**src/rtl/alu_port_arbiter_pkg.sv**
```systemverilog
// Shared definitions for the ALU operand-port arbiter: state encoding,
// datapath width and the default hold limit.
package alu_port_arbiter_pkg;

  localparam int WORD_W           = 16;
  localparam int DEFAULT_MAX_HOLD = 8;

  typedef enum logic [1:0] {
    ST_IDLE = 2'd0,
    ST_OWN0 = 2'd1,
    ST_OWN1 = 2'd2
  } state_e;

endpackage

```
**src/rtl/alu_port_arbiter_if.sv**
```systemverilog
// Requester/ALU-side bundle of the operand-port arbiter; the arbiter uses the
// slave view, the requester side (or a bench) uses the master view.
interface alu_port_arbiter_if;
  import alu_port_arbiter_pkg::*;

  logic              Req0;
  logic              Req1;
  logic [WORD_W-1:0] Data0;
  logic [WORD_W-1:0] Data1;
  logic              Gnt0;
  logic              Gnt1;
  logic              Sel;
  logic [WORD_W-1:0] OutData;
  logic              OutValid;

  modport master (
    output Req0, Req1, Data0, Data1,
    input  Gnt0, Gnt1, Sel, OutData, OutValid
  );

  modport slave (
    input  Req0, Req1, Data0, Data1,
    output Gnt0, Gnt1, Sel, OutData, OutValid
  );

endinterface

```
**src/rtl/alu_port_arbiter_mux.sv**
```systemverilog
// Plain two-input operand mux: SelectorBit=0 passes Zero, 1 passes One.
module alu_port_arbiter_mux
  import alu_port_arbiter_pkg::*;
#(
  parameter int W = WORD_W
) (
  input  logic [W-1:0] Zero,
  input  logic [W-1:0] One,
  input  logic         SelectorBit,
  output logic [W-1:0] Result
);

  assign Result = SelectorBit ? One : Zero;

endmodule

```
**src/rtl/alu_port_arbiter.sv**
```systemverilog
// Round-robin arbiter for the shared ALU operand port, with a bounded hold
// time and a registered operand/valid output toward the ALU.
module alu_port_arbiter
  import alu_port_arbiter_pkg::*;
#(
  parameter int WIDTH    = WORD_W,
  parameter int MAX_HOLD = DEFAULT_MAX_HOLD
) (
  input logic              CLK,
  input logic              Reset_n,
  alu_port_arbiter_if.slave bus
);

  localparam int CNT_W = (MAX_HOLD < 1) ? 1 : $clog2(MAX_HOLD + 1);

  state_e             state_q, state_d;
  logic [CNT_W-1:0]   holdCnt_q, holdCnt_d;
  logic               lastGnt_q, lastGnt_d;
  logic [WIDTH-1:0]   outData_q, outData_d;
  logic               outValid_q, outValid_d;
  logic [WIDTH-1:0]   muxOut;
  logic               selBit;
  logic               transfer;
  logic               holdExpired;

  assign selBit    = (state_q == ST_OWN1);
  assign transfer  = ((state_q == ST_OWN0) && bus.Req0) ||
                     ((state_q == ST_OWN1) && bus.Req1);

  // A saturated counter still counts as expired, so a late-arriving
  // requester is never starved by an owner that has held the port long.
  assign holdExpired = (MAX_HOLD != 0) && (int'(holdCnt_q) >= MAX_HOLD - 1);

  alu_port_arbiter_mux #(.W(WIDTH)) u_mux (
    .Zero        (bus.Data0),
    .One         (bus.Data1),
    .SelectorBit (selBit),
    .Result      (muxOut)
  );

  always_comb begin
    state_d    = state_q;
    holdCnt_d  = '0;
    lastGnt_d  = lastGnt_q;
    outData_d  = transfer ? muxOut : outData_q;
    outValid_d = transfer;

    unique case (state_q)
      ST_IDLE: begin
        if (bus.Req0 && bus.Req1) state_d = lastGnt_q ? ST_OWN0 : ST_OWN1;
        else if (bus.Req0)        state_d = ST_OWN0;
        else if (bus.Req1)        state_d = ST_OWN1;
      end
      ST_OWN0: begin
        if (!bus.Req0) begin
          lastGnt_d = 1'b0;
          state_d   = bus.Req1 ? ST_OWN1 : ST_IDLE;
        end else if (bus.Req1 && holdExpired) begin
          lastGnt_d = 1'b0;
          state_d   = ST_OWN1;
        end
      end
      ST_OWN1: begin
        if (!bus.Req1) begin
          lastGnt_d = 1'b1;
          state_d   = bus.Req0 ? ST_OWN0 : ST_IDLE;
        end else if (bus.Req0 && holdExpired) begin
          lastGnt_d = 1'b1;
          state_d   = ST_OWN0;
        end
      end
      default: state_d = ST_IDLE;
    endcase

    if ((state_d == state_q) && (state_q != ST_IDLE)) begin
      if (int'(holdCnt_q) < MAX_HOLD) holdCnt_d = holdCnt_q + CNT_W'(1);
      else                            holdCnt_d = holdCnt_q;
    end
  end

  always_ff @(posedge CLK or negedge Reset_n) begin
    if (!Reset_n) begin
      state_q    <= ST_IDLE;
      holdCnt_q  <= '0;
      lastGnt_q  <= 1'b1;
      outData_q  <= '0;
      outValid_q <= 1'b0;
    end else begin
      state_q    <= state_d;
      holdCnt_q  <= holdCnt_d;
      lastGnt_q  <= lastGnt_d;
      outData_q  <= outData_d;
      outValid_q <= outValid_d;
    end
  end

  assign bus.Gnt0     = (state_q == ST_OWN0);
  assign bus.Gnt1     = (state_q == ST_OWN1);
  assign bus.Sel      = selBit;
  assign bus.OutData  = outData_q;
  assign bus.OutValid = outValid_q;

endmodule

```
**src/flat_wrapper.sv**
```systemverilog
// flat-port wrapper written by rule: the top's interface ports become plain ports
module alu_port_arbiter_flat import alu_port_arbiter_pkg::*;
#(
  parameter int WIDTH    = WORD_W,
  parameter int MAX_HOLD = DEFAULT_MAX_HOLD
)
  (CLK, Reset_n, bus_Req0, bus_Req1, bus_Data0, bus_Data1, bus_Gnt0, bus_Gnt1, bus_Sel, bus_OutData, bus_OutValid);
  alu_port_arbiter_if bus_i ();
  input logic CLK;
  input logic Reset_n;
  input wire logic [$bits(bus_i.Req0)-1:0] bus_Req0;
  input wire logic [$bits(bus_i.Req1)-1:0] bus_Req1;
  input wire logic [$bits(bus_i.Data0)-1:0] bus_Data0;
  input wire logic [$bits(bus_i.Data1)-1:0] bus_Data1;
  output wire logic [$bits(bus_i.Gnt0)-1:0] bus_Gnt0;
  output wire logic [$bits(bus_i.Gnt1)-1:0] bus_Gnt1;
  output wire logic [$bits(bus_i.Sel)-1:0] bus_Sel;
  output wire logic [$bits(bus_i.OutData)-1:0] bus_OutData;
  output wire logic [$bits(bus_i.OutValid)-1:0] bus_OutValid;
  assign bus_i.Req0 = bus_Req0;
  assign bus_i.Req1 = bus_Req1;
  assign bus_i.Data0 = bus_Data0;
  assign bus_i.Data1 = bus_Data1;
  assign bus_Gnt0 = bus_i.Gnt0;
  assign bus_Gnt1 = bus_i.Gnt1;
  assign bus_Sel = bus_i.Sel;
  assign bus_OutData = bus_i.OutData;
  assign bus_OutValid = bus_i.OutValid;
  alu_port_arbiter #(.WIDTH(WIDTH), .MAX_HOLD(MAX_HOLD)) u_core (.CLK(CLK), .Reset_n(Reset_n), .bus(bus_i));
endmodule
```
**config.mk**
```make
export PLATFORM = sky130hd
export DESIGN_NAME = alu_port_arbiter_flat
export DESIGN_NICKNAME = d
export VERILOG_FILES = /design/src/rtl/alu_port_arbiter_pkg.sv /design/src/rtl/alu_port_arbiter_if.sv /design/src/rtl/alu_port_arbiter_mux.sv /design/src/rtl/alu_port_arbiter.sv /design/src/flat_wrapper.sv
export SDC_FILE = /design/constraint.sdc
export NUM_CORES = 1
export LEC_CHECK = 0
export ABC_AREA = 1
export CAP_MARGIN = 40
export CORE_MARGIN = 5
export CORE_UTILIZATION = 47
export CTS_CLUSTER_SIZE = 10
export DETAILED_ROUTE_END_ITERATION = 10
export PLACE_DENSITY_LB_ADDON = 0.1
export SLEW_MARGIN = 20
export SYNTH_ARGS = -nofsm -noshare
export SYNTH_HDL_FRONTEND = slang
export SYNTH_HIERARCHICAL = 1
export SYNTH_SLANG_ARGS = --single-unit
```
**constraint.sdc**
```tcl
create_clock -name CLK -period 5.05 [get_ports CLK]
set_clock_uncertainty 0.1 [all_clocks]
set_input_delay 0.505 -clock CLK [delete_from_list [all_inputs] [get_ports CLK]]
set_output_delay 0.505 -clock CLK [all_outputs]
set_load 0.02 [all_outputs]
```
[Word level (Yosys, flattened, before mapping)]
Index checks and enable logic that the tools add are counted.
Word-level totals
  register bits after elaboration: 24
  latch bits: 0
  memory bits (writable): 0
  memory bits (read-only): 0
  bits of input ports: 36
  output and inout bits: 20
  word-level logic and storage cells: 44
  memories kept: 0
Operators by class
  add/sub/neg operators: 1
  $mul: 0
  divide/modulo/power cells: 0
  $lt $le $gt $ge: 2
  equality and inequality tests: 6
  shifts and indexed selects: 0
  muxes and demuxes: 19
  bitwise logic cells: 0
  reduce and logical (&&, ||, !) cells: 11
Operators with widths (number)
  2-bit two-way mux: 9
  16-bit two-way mux: 1
  4-bit two-way mux: 2
  1-bit logical AND: 6
  3-bit by 2-bit inequality test with 1-bit output (second input constant): 2
  2-bit case mux with 3 select lines: 1
  1-bit two-way mux: 5
  4-bit by 1-bit adder with 4-bit output (second input constant): 1
  4-bit by 3-bit greater-or-equal comparator with 1-bit output (second input constant): 1
  4-bit less-than comparator (second input constant): 1
  2-bit nonzero test: 2
  3-bit AND reduction: 1
  2-bit by 1-bit == test with 1-bit output (second input constant): 1
  2-bit == test: 1
  2-bit == test (second input constant): 1
  2-bit zero test: 1
  2-bit inequality test (second input constant): 1
  1-bit case mux with 2 select lines: 1
  1-bit logical OR: 1

[Depth between registers and ports, before layout]
  depth in word-level cells: 8
  depth in mapped cells: 11
  mapped depth without buffers: 11

[Cells and area by module]
Netlist, hierarchy kept.
By module, submodules not included
  alu_port_arbiter: times used 1, cells an instance 107, area each 1183.6 µm², sequential area each 601.8 µm²
  alu_port_arbiter_mux: times used 1, cells an instance 52, area each 244.0 µm², sequential area each 0.0 µm²

[Worst setup path before layout]
Ideal clock, no wire load.
  kind: register to register
  from: register u_core.state_q[0]
  to: register u_core.outData_q[0] (netlist: u_core/bus.OutData[0])
  setup time: 0.128 ns
  arrival time: 1.664 ns
  data required time: 4.822 ns
  path slack: 3.158 ns
  stages on the path, launching flop included: 7
  path buffers: 1
  clock period less this slack: 1.892 ns
  path through: dfrtp_1 -> inv_1 -> ha_1 -> nand2_2 -> nand2_2 -> buf_4 -> mux2_1
On the way
  cells in the longest elaborated chain, start to end: 3
  elaborated cells on any way between the ends: 6
  those cells by class: eq/ne: 2; mux: 1; reduce/logical: 3
RTL lines
  start: declaration: RTL line alu_port_arbiter.sv:16  | state_e state_q, state_d;
  start signal: assignment: RTL line alu_port_arbiter.sv:89  | state_q <= state_d;
  2-bit == test
  named net bus_Gnt1: RTL line flat_wrapper.sv:16  | output wire logic [$bits(bus_i.Gnt1)-1:0] bus_Gnt1;
  1-bit logical AND: RTL line alu_port_arbiter.sv:28  | ((state_q == ST_OWN1) && bus.Req1);
  1-bit logical OR: RTL line alu_port_arbiter.sv:27  | assign transfer = ((state_q == ST_OWN0) && bus.Req0) ||
  named net u_core.outValid_d: RTL line alu_port_arbiter.sv:20  | logic outValid_q, outValid_d;
  end signal: assignment: RTL line alu_port_arbiter.sv:92  | outData_q <= outData_d;
  end: declaration: RTL line alu_port_arbiter.sv:19  | logic [WIDTH-1:0] outData_q, outData_d;
The timed path passes the listed nets, and every way through them passes these cells.
A chain may end at the register's enable or synchronous reset.

[Final worst setup path]
  from: register u_core.state_q[0]
  to: output bus_Sel
On the way
  cells in the longest elaborated chain, start to end: 1
RTL lines
  2-bit == test: RTL line alu_port_arbiter.sv:26  | assign selBit = (state_q == ST_OWN1);
  end: declaration: RTL line flat_wrapper.sv:17  | output wire logic [$bits(bus_i.Sel)-1:0] bus_Sel;
Every way passes these cells.

==> qor.csv <==
metric,value,unit
Post-CTS Setup Bufs,0,
number of port buffers,55,
first-pass GRT wire length,5.74,mm
Setup crit end kind,primary output,
antenna violations before repair,0,
Fillers,246,
"FFs w/ async S/R, synth",100,%
mean post-synth cell area,8.98,um2
largest family of logic cells by synthesized area,simple AND/OR/NAND/NOR gates,
max incr delay on CP,0.69,ns
Num CTS Buffers,3,
largest net degree at the start of global routing,23,
# IOs,56,
Initial Util,47.9,%
Placement Cell Area,1980,um2
sequential-to-total area share from yosys stat,42.2,%
Max Freq,0.383,GHz
vias per cell,4.96,
Synth top cells by count,"nand2_1 (62), dfrtp_1 (23), mux2_1 (16)",
cts repair resizes,0,
core area,2980,um2
crit path max fanout,10,
remaining global-route overflow,0,
Multi-input gate area,714,um2
WP data required,4.45,ns
Final Max Slew Viols,0,
WL final,3.27,mm
Min Hold Slack,0.399,ns
Root Buffer,clkbuf_4,
simple-gate share of the synthesized area,29.1,%
Worst Tran Pin Value,0.591,ns
n_diodes,0,
die area,4240,um2
"Hold Vio Cnt, Final",0,
remaining antenna violation count after routing,0,
post-layout minimum cycle time,2.61,ns
Final period util,51.7,%
H-tree depth,1,
vias in the first global route,1299,
pwr/cell area,547,nW/um2
CP Class,reg2out,
CP max stage cell,clkdlybuf4s50_1,
status,"complete, no violations",
row cnt,20,
synthesized flop and latch total,24,
Post-synth EDFFs,0,
unrepaired setup endpoints after global routing,no,
Vias,1230,
Synth Area in Adders,4.38,%
most frequent cell after synthesis,nand2_1,
initial drt markers,36,
cts hold-fix bufs,0,
Yosys top cell area share,40.3,%
clock slew at reported path FFs,0.13,ns
share of cells above drive strength 1,13.0,%
crit-path cells,inv_1 > ha_1 > clkdlybuf4s50_1,
GR Util All Layers,17.0,%
Synth Area in XOR/XNOR,1.23,%
WP buf/inv,2,
max-capacitance violation count,0,
Slew headroom,60.5,%
DR WL/cell,13.2,um
total clock sinks,24,
crit path DAT,2.00,ns
GPL Wtd Cong,0.923,
post-route cell area,2040,um2
clock latency on the worst-skew pair,0.31,ns
Syn. warnings,6,
CP top delay family,buffers and inverters,
final setup vio count,0,
Die X,65.1,um
main flop type after synthesis,dfrtp_1,
unique cell type count in the Yosys netlist,23,
"Core Util, Final",68.7,%
syn nets,200,
Post-Synthesis Cells,159,
synth top area cells,"dfrtp_1 (40%), nand2_1 (16%), mux2_1 (13%)",
Syn-to-layout area delta,43.2,%
min-delay worst type,reg2reg,
startpoint type of the worst setup path,register,
Mapped Area,1430,um2
detailed-route DRC error count,0,
fin nets,257,
final setup TNS,0,ns
post-synth top area cell,dfrtp_1,
leak pwr,0.000978,uW
dpl hpwl,2.59,mm
DIE HEIGHT,65.1,um
Max clock buf depth,2,
peak supply drop,0.000316,V
post-synthesis mux area share,14.1,%
Synth Area in Compound Gates,1.23,%
sequential cell area,602,um2
CTS tree,built,
drt pass-1 iters,4,
area by class of cell:
type                    count  area share [%]
clock buffers               3            1.10
clock inverters             1            1.47
inverters                  13            2.63
multi-input cells         117            34.9
flip-flops and latches     24            29.4
well taps                  33            2.02
repair buffers             57            28.4
registers in the layout, summed over array words and instances (netlist names):
register	cells
u_core/lastGnt_q	1
u_core/bus.OutData	16
u_core/state_q	2
u_core/holdCnt_q	4
u_core/bus.OutValid	1
cells by family (layout without fill, tap and decap cells):
family / after synthesis / count (layout)
xor gates and xnor gates: 2 / 2
adders and majority gates: 5 / 5
and+or+nand+nor: 89 / 89
DFF: 24 / 24
buffers and inverters: 18 / 74
muxes: 18 / 18
AOI/OAI and AO/OA: 3 / 3
cell usage in the layout, fill, tap and decap left out, drive strengths merged:
cell | synthesis | routed
clkdlybuf4s50 | 0 | 55
clkinv | 2 | 2
ha | 5 | 5
nor2 | 1 | 1
xor2 | 2 | 2
a21oi | 1 | 1
mux2 | 17 | 17
bufinv | 0 | 1
o21a | 1 | 1
mux2i | 1 | 1
clkbuf | 0 | 3
nand3 | 11 | 11
dfstp | 1 | 1
dfrtp | 23 | 23
nand2 | 73 | 73
o21ai | 1 | 1
inv | 11 | 11
buf | 5 | 2
nor3 | 4 | 4
layer usage:
metal | share of wire, % | GRT usage, %
met1 | 44 | 20.7
met2 | 49 | 29.8
met3 | 7.1 | 3.42
met4 | 0.70 | 5.96
met5 | 0 | 0
stage by stage:
stage	setup slack [ns]	instances	power, uW
floorplan	3.16	159	758
global placement	2.41	242	959
detailed placement	2.39	243	983
CTS	2.01	247	1120
global route	2.31	248	1200
finish	2.44	248	1120
worst paths after layout:
kind | cells past startpoint | slack (ns) | end | startpoint
min in group asynchronous | 1 | 0.45 | u_core/bus.OutData[3]$_DFFE_PN0P_ | Reset_n
setup / recovery | 3 | 2.44 | bus_Sel | u_core/state_q[0]$_DFF_PN0_
setup reg to reg | 5 | 3.01 | u_core/bus.OutData[8]$_DFFE_PN0P_ | u_core/state_q[0]$_DFF_PN0_
hold reg to reg | 1 | 0.40 | u_core/bus.OutData[14]$_DFFE_PN0P_ | u_core/bus.OutData[14]$_DFFE_PN0P_
max in group asynchronous | 2 | 3.82 | u_core/lastGnt_q$_DFFE_PN1P_ | Reset_n
hold / removal | 1 | 0.40 | u_core/bus.OutData[14]$_DFFE_PN0P_ | u_core/bus.OutData[14]$_DFFE_PN0P_
where the power goes:
| part | switching, uW | internal (uW) | total (uW) | leakage (uW) |
|---|---|---|---|---|
| Combinational | 356 | 302 | 658 | 0.000654 |
| Clock | 56.4 | 80.2 | 137 | 0.0000279 |
| Sequential | 45.2 | 278 | 324 | 0.000296 |
| Total | 457 | 661 | 1120 | 0.000978 |
Note: power is estimated with default switching activity, not from simulation.
